[src/rtl/uart_tx_serializer.sv]
// UART transmit serializer: frames one byte (5-8 data bits, optional parity, 1/2 stop) onto TXD at a programmable baud divisor.
// Optional line-break support is compiled in with `define UART_TX_BREAK_EN (adds input i_break).
module uart_tx_serializer #(
    parameter int   DIV_W      = 16,
    parameter logic IDLE_LEVEL = 1'b1
) (
    input  logic             i_clk,
    input  logic             i_rst_n,
    input  logic [7:0]       i_din_8b,
    input  logic             i_din_valid,
    output logic             o_tx_busy,
    input  logic [DIV_W-1:0] i_divisor,
    input  logic [1:0]       i_data_len,
    input  logic             i_stop_2b,
    input  logic             i_parity_en,
    input  logic [1:0]       i_parity_mode,
`ifdef UART_TX_BREAK_EN
    input  logic             i_break,
`endif
    output logic             o_txd,
    output logic             o_frame_done,
    output logic             o_overrun
);

    localparam logic [2:0] ST_IDLE   = 3'd0;
    localparam logic [2:0] ST_START  = 3'd1;
    localparam logic [2:0] ST_DATA   = 3'd2;
    localparam logic [2:0] ST_PARITY = 3'd3;
    localparam logic [2:0] ST_STOP   = 3'd4;

    logic [2:0]       state_reg;
    logic [DIV_W-1:0] cnt_reg;
    logic [DIV_W-1:0] div_m1_reg;
    logic [7:0]       shift_reg;
    logic [2:0]       bit_idx_reg;
    logic [2:0]       last_idx_reg;
    logic             parity_en_reg;
    logic             parity_bit_reg;
    logic             stop_2b_reg;
    logic             stop_left_reg;
    logic             txd_reg;
    logic             overrun_reg;

    logic [7:0]       len_mask;
    logic [7:0]       masked_data;
    logic             parity_load;
    logic [DIV_W-1:0] div_m1_load;
    logic             break_hold;
    logic             accept;
    logic             bit_end;

    // Data bits at or above the selected length never reach the line or the parity.
    generate
        for (genvar gi = 0; gi < 8; gi++) begin : g_len_mask
            assign len_mask[gi] = (4'(gi) < (4'd5 + {2'b00, i_data_len}));
        end
    endgenerate

    assign masked_data = i_din_8b & len_mask;

    always_comb begin
        parity_load = 1'b0;
        case (i_parity_mode)
            2'd0:    parity_load = ~^masked_data;
            2'd1:    parity_load = ^masked_data;
            2'd2:    parity_load = 1'b0;
            default: parity_load = 1'b1;
        endcase
    end

    // A divisor of 0 behaves like 1: every bit still lasts one cycle.
    assign div_m1_load = (i_divisor == '0) ? '0 : i_divisor - DIV_W'(1);

`ifdef UART_TX_BREAK_EN
    logic break_reg;
    assign break_hold = i_break | break_reg;
    assign o_tx_busy  = (state_reg != ST_IDLE) | break_reg;
`else
    assign break_hold = 1'b0;
    assign o_tx_busy  = (state_reg != ST_IDLE);
`endif

    assign accept       = i_din_valid && (state_reg == ST_IDLE) && !break_hold;
    assign bit_end      = (cnt_reg == '0);
    assign o_txd        = txd_reg;
    assign o_overrun    = overrun_reg;
    assign o_frame_done = (state_reg == ST_STOP) && !stop_left_reg && bit_end;

    always_ff @(posedge i_clk or negedge i_rst_n) begin
        if (!i_rst_n) begin
            state_reg      <= ST_IDLE;
            cnt_reg        <= '0;
            div_m1_reg     <= '0;
            shift_reg      <= '0;
            bit_idx_reg    <= '0;
            last_idx_reg   <= '0;
            parity_en_reg  <= 1'b0;
            parity_bit_reg <= 1'b0;
            stop_2b_reg    <= 1'b0;
            stop_left_reg  <= 1'b0;
            txd_reg        <= IDLE_LEVEL;
            overrun_reg    <= 1'b0;
`ifdef UART_TX_BREAK_EN
            break_reg      <= 1'b0;
`endif
        end else begin
            overrun_reg <= i_din_valid && !accept;
            case (state_reg)
                ST_IDLE: begin
                    txd_reg <= IDLE_LEVEL;
`ifdef UART_TX_BREAK_EN
                    // Break is only honoured between frames; the line returns to mark as it falls.
                    break_reg <= i_break;
                    if (i_break) begin
                        txd_reg <= 1'b0;
                    end
`endif
                    if (accept) begin
                        state_reg      <= ST_START;
                        txd_reg        <= 1'b0;
                        cnt_reg        <= div_m1_load;
                        div_m1_reg     <= div_m1_load;
                        shift_reg      <= i_din_8b;
                        last_idx_reg   <= 3'd4 + {1'b0, i_data_len};
                        parity_en_reg  <= i_parity_en;
                        parity_bit_reg <= parity_load;
                        stop_2b_reg    <= i_stop_2b;
                    end
                end
                default: begin
                    if (!bit_end) begin
                        cnt_reg <= cnt_reg - DIV_W'(1);
                    end else begin
                        cnt_reg <= div_m1_reg;
                        case (state_reg)
                            ST_START: begin
                                state_reg   <= ST_DATA;
                                bit_idx_reg <= '0;
                                txd_reg     <= shift_reg[0];
                                shift_reg   <= shift_reg >> 1;
                            end
                            ST_DATA: begin
                                if (bit_idx_reg == last_idx_reg) begin
                                    if (parity_en_reg) begin
                                        state_reg <= ST_PARITY;
                                        txd_reg   <= parity_bit_reg;
                                    end else begin
                                        state_reg     <= ST_STOP;
                                        txd_reg       <= IDLE_LEVEL;
                                        stop_left_reg <= stop_2b_reg;
                                    end
                                end else begin
                                    bit_idx_reg <= bit_idx_reg + 3'd1;
                                    txd_reg     <= shift_reg[0];
                                    shift_reg   <= shift_reg >> 1;
                                end
                            end
                            ST_PARITY: begin
                                state_reg     <= ST_STOP;
                                txd_reg       <= IDLE_LEVEL;
                                stop_left_reg <= stop_2b_reg;
                            end
                            ST_STOP: begin
                                txd_reg <= IDLE_LEVEL;
                                if (stop_left_reg) begin
                                    stop_left_reg <= 1'b0;
                                end else begin
                                    state_reg <= ST_IDLE;
                                end
                            end
                            default: begin
                                state_reg <= ST_IDLE;
                                txd_reg   <= IDLE_LEVEL;
                            end
                        endcase
                    end
                end
            endcase
        end
    end

endmodule

[config.mk]
export PLATFORM = sky130hd
export DESIGN_NAME = uart_tx_serializer
export DESIGN_NICKNAME = d
export VERILOG_FILES = /design/src/rtl/uart_tx_serializer.sv
export SDC_FILE = /design/constraint.sdc
export NUM_CORES = 1
export LEC_CHECK = 0
export CORE_ASPECT_RATIO = 1.4
export CORE_UTILIZATION = 57
export DETAILED_ROUTE_END_ITERATION = 8
export HOLD_SLACK_MARGIN = 0.03
export PLACE_DENSITY = 0.81
export SYNTH_ARGS = -nofsm -noshare
export SYNTH_HDL_FRONTEND = slang
export SYNTH_SLANG_ARGS = --single-unit
[constraint.sdc]
create_clock -name i_clk -period 2.2 [get_ports i_clk]
set_clock_uncertainty 0.05 [all_clocks]
set_input_delay 0.44 -clock i_clk [delete_from_list [all_inputs] [get_ports i_clk]]
set_output_delay 0.44 -clock i_clk [all_outputs]
set_load 0.02 [all_outputs]
==> results.toml <==
[sta]
tns_ns = 0
layout_min_cycle_time_ns = 2.18
finalCritPeriodShare = 0.991
worst_slack_ns = 0.0192
max_freq_ghz = 0.459
slew_headroom = 0.710
rsz0062_at_grt = "true"
hold_ws_ns = 0.381
finalHoldViolCount = 0
setup_viol = 0
slew_viol_final = 0
worstMarginPinSlew_ns = 0.434

[worst_setup_path]
cp_max_fo = 2
required_ns = 1.71
r2r_setup_slack_ns = 0.13
critPathLaunchType = "flip-flop"
worstPathArrival_ns = 1.69
worstSetupEndpointType = "primary output"
crit_type = "flip-flop to primary output"

[placement]
dp_hpwl_mm = 6.31
post-place-ws_ns = -0.316
dp_cells = 514
io_buffers = 36
gp_congestion = 0.844

[routing]
ant_nets = 0
drc = 0
wl_mm = 8.41
drt_iter0_drc = 182
wire_per_inst_um = 16.1
drt-vias-per-instance = 5.81
num_vias = 3027
first_pass_iters = 4

[clocking]
post_cts_buffers = 0
cts-root-buf = "clkbuf_8"
insertion_delay_ns = 0.31
cts_sinks = 55
h-tree-depth = 2
clkTransAtPathRegs_ns = 0.09
cts_made_buffers = 5
cts_tree = "built"
clockBufferDepth = 2

[floorplanning]
fp-row-count = 32
die_height_um = 93.0
core-area_um2 = 5610
io_pins = 37
start_util = 0.601
dieArea_um2 = 6230
die_w_um = 67.0

[grt]
overflow = 0
grt_max_degree = 29
gr-usage-all-layers = 0.291
antenna_found_initial = 0
first_global_vias = 3181
grt_pass1_wl_mm = 13.8

[finish]
antenna_cells = 0
drive_above_1_share = 0.247
final_net_count = 491
nFillCells = 371
syn2layout_area_growth_pct = 31.8
final_cells = 521

[yosys]
ys_types = 65
async_flop_share = 1.00
synth_seq_area_share = 0.409
ys.warnings.count = 0
synth_edf_count = 0
synth_area_um2 = 3370
syn-num-nets = 391
syn_area_per_cell_um2 = 9.52
ys.flop_type = "dfrtp_1"
syn_inst = 354
synth.ff_latch_count = 55

[hold_path]
hp-class = "primary input to asynchronous set/reset pin"

[power_and_ir_drop]
leakage_nw = 2.02
power_density_nw_per_um2 = 1060
ir_drop_uv = 578

[flow_run]
drv_cap = 0

[outcome]
outcome = "complete, no violations"
[cell families after synthesis]
| group | count (synthesis) | synth area share |
|---|---|---|
| flip-flops | 55 | 0.409 |
| AND/OR/NAND/NOR | 135 | 0.223 |
| XOR/XNOR | 26 | 0.0716 |
| AO/OA/AOI/OAI | 96 | 0.203 |
| multiplexers | 11 | 0.0419 |
| adder cells (fa/ha/maj) | 4 | 0.0148 |
| buffers and inverters | 27 | 0.0371 |
[Yosys cell counts (all sizes together), types with 2 or more instances]
cell    count  area [um2]
mux2i       4        40.0
mux2        7         101
a221o       3        30.0
nor3b       2        20.0
nor3       13        97.6
xor2       18         158
or3         3        18.8
a211o       6        52.6
a21o       13        97.6
inv        12        45.0
a31oi       4        40.0
o31a        2        17.5
xnor2       7        61.3
or4         3        26.3
o21ai      30         161
a311o       2        20.0
a21oi      15        75.1
clkbuf      6        22.5
o31ai       6        45.0
nor4        8        92.6
nand4b      4        35.0
nand2b      2        12.5
a31o        2        17.5
o221ai      3        26.3
nand3       7        35.0
buf         9        57.6
dfrtp      54        1350
nand4       8        56.3
nand2      50         188
nor2       28         115
ha          4        50.1
o22ai       2        12.5
[routing by layer]
layer | track usage | vias up | share of wire
li1 | - | 1486 | -
met1 | 0.314 | 1431 | 0.38
met2 | 0.553 | 89 | 0.55
met3 | 0.0378 | 21 | 0.037
met4 | 0.113 | 0 | 0.033
met5 | 0 | - | 0
[final timing paths]
path,startpoint,end,cells past startpoint
setup / recovery,cnt_reg[0],o_frame_done,7
hold / removal,i_rst_n,shift_reg[2],2
setup reg to reg,cnt_reg[0],bit_idx_reg[2],9
hold reg to reg,div_m1_reg[7],div_m1_reg[7],1
max in group asynchronous,i_rst_n,o_txd,3
min in group i_clk,div_m1_reg[7],div_m1_reg[7],1
[where the power goes]
group / internal, mW / total [mW] / switching [mW]
clock network: 0.214 / 0.537 / 0.323
registers: 1.44 / 1.77 / 0.334
logic: 1.21 / 2.38 / 1.17
total: 2.87 / 4.69 / 1.82
[metrics by stage]
step | util | power, mW | cell area, um2
final | 0.793 | 4.69 | 4440
after global routing | 0.793 | 4.99 | 4440
after CTS | 0.784 | 4.60 | 4400
after detailed placement | 0.765 | 4.04 | 4290
after global placement | 0.765 | 3.92 | 4290
after floorplan | - | 3.14 | 3380
[timing repair]
action	CTS	global route
gates resized for setup	9	13
hold endpoints to repair	1	0
hold buffers	1	0
pin swaps	1	1
gates cloned	0	0
endpoints found under the setup margin	6	12
[worst max-delay path: stages (launching register included)]
cell,delay (ns)
dfrtp_1,0.40
inv_2,0.08
ha_4,0.13
nor4b_4,0.19
buf_4,0.18
nand4_4,0.12
nor3_4,0.14
buf_6,0.14
[cell type report]
class / count / area [um2] / share of cell area
Tap cell: 68 / 85.1 / 0.0191
Sequential cell: 55 / 1380 / 0.310
Multi-Input combinational cell: 272 / 1940 / 0.437
Clock buffer: 6 / 72.6 / 0.0163
Timing Repair Buffer: 108 / 920 / 0.207
Inverter: 12 / 45.0 / 0.0101
[cell usage in the layout (no fill, tap or decap), types with 3 or more instances in the layout]
cell type	instances
dfrtp_1	54
a221o_1	3
clkbuf_8	5
nor3_4	3
nand2_1	50
inv_1	10
xnor2_1	7
nor4_2	3
nor4_4	3
o21ai_0	16
o31ai_1	6
or3_1	3
nand4_1	7
a31oi_1	3
clkdlybuf4s50_1	31
a211o_1	6
mux2_4	6
o21ai_1	13
o221ai_1	3
nor3_1	8
nor2_1	26
ha_1	3
a21oi_1	15
dlymetal6s2s_1	3
nand3_1	7
a21o_1	13
nand4b_1	4
xor2_1	18
mux2i_1	4
buf_4	70
(Power assumes the default switching activity.)
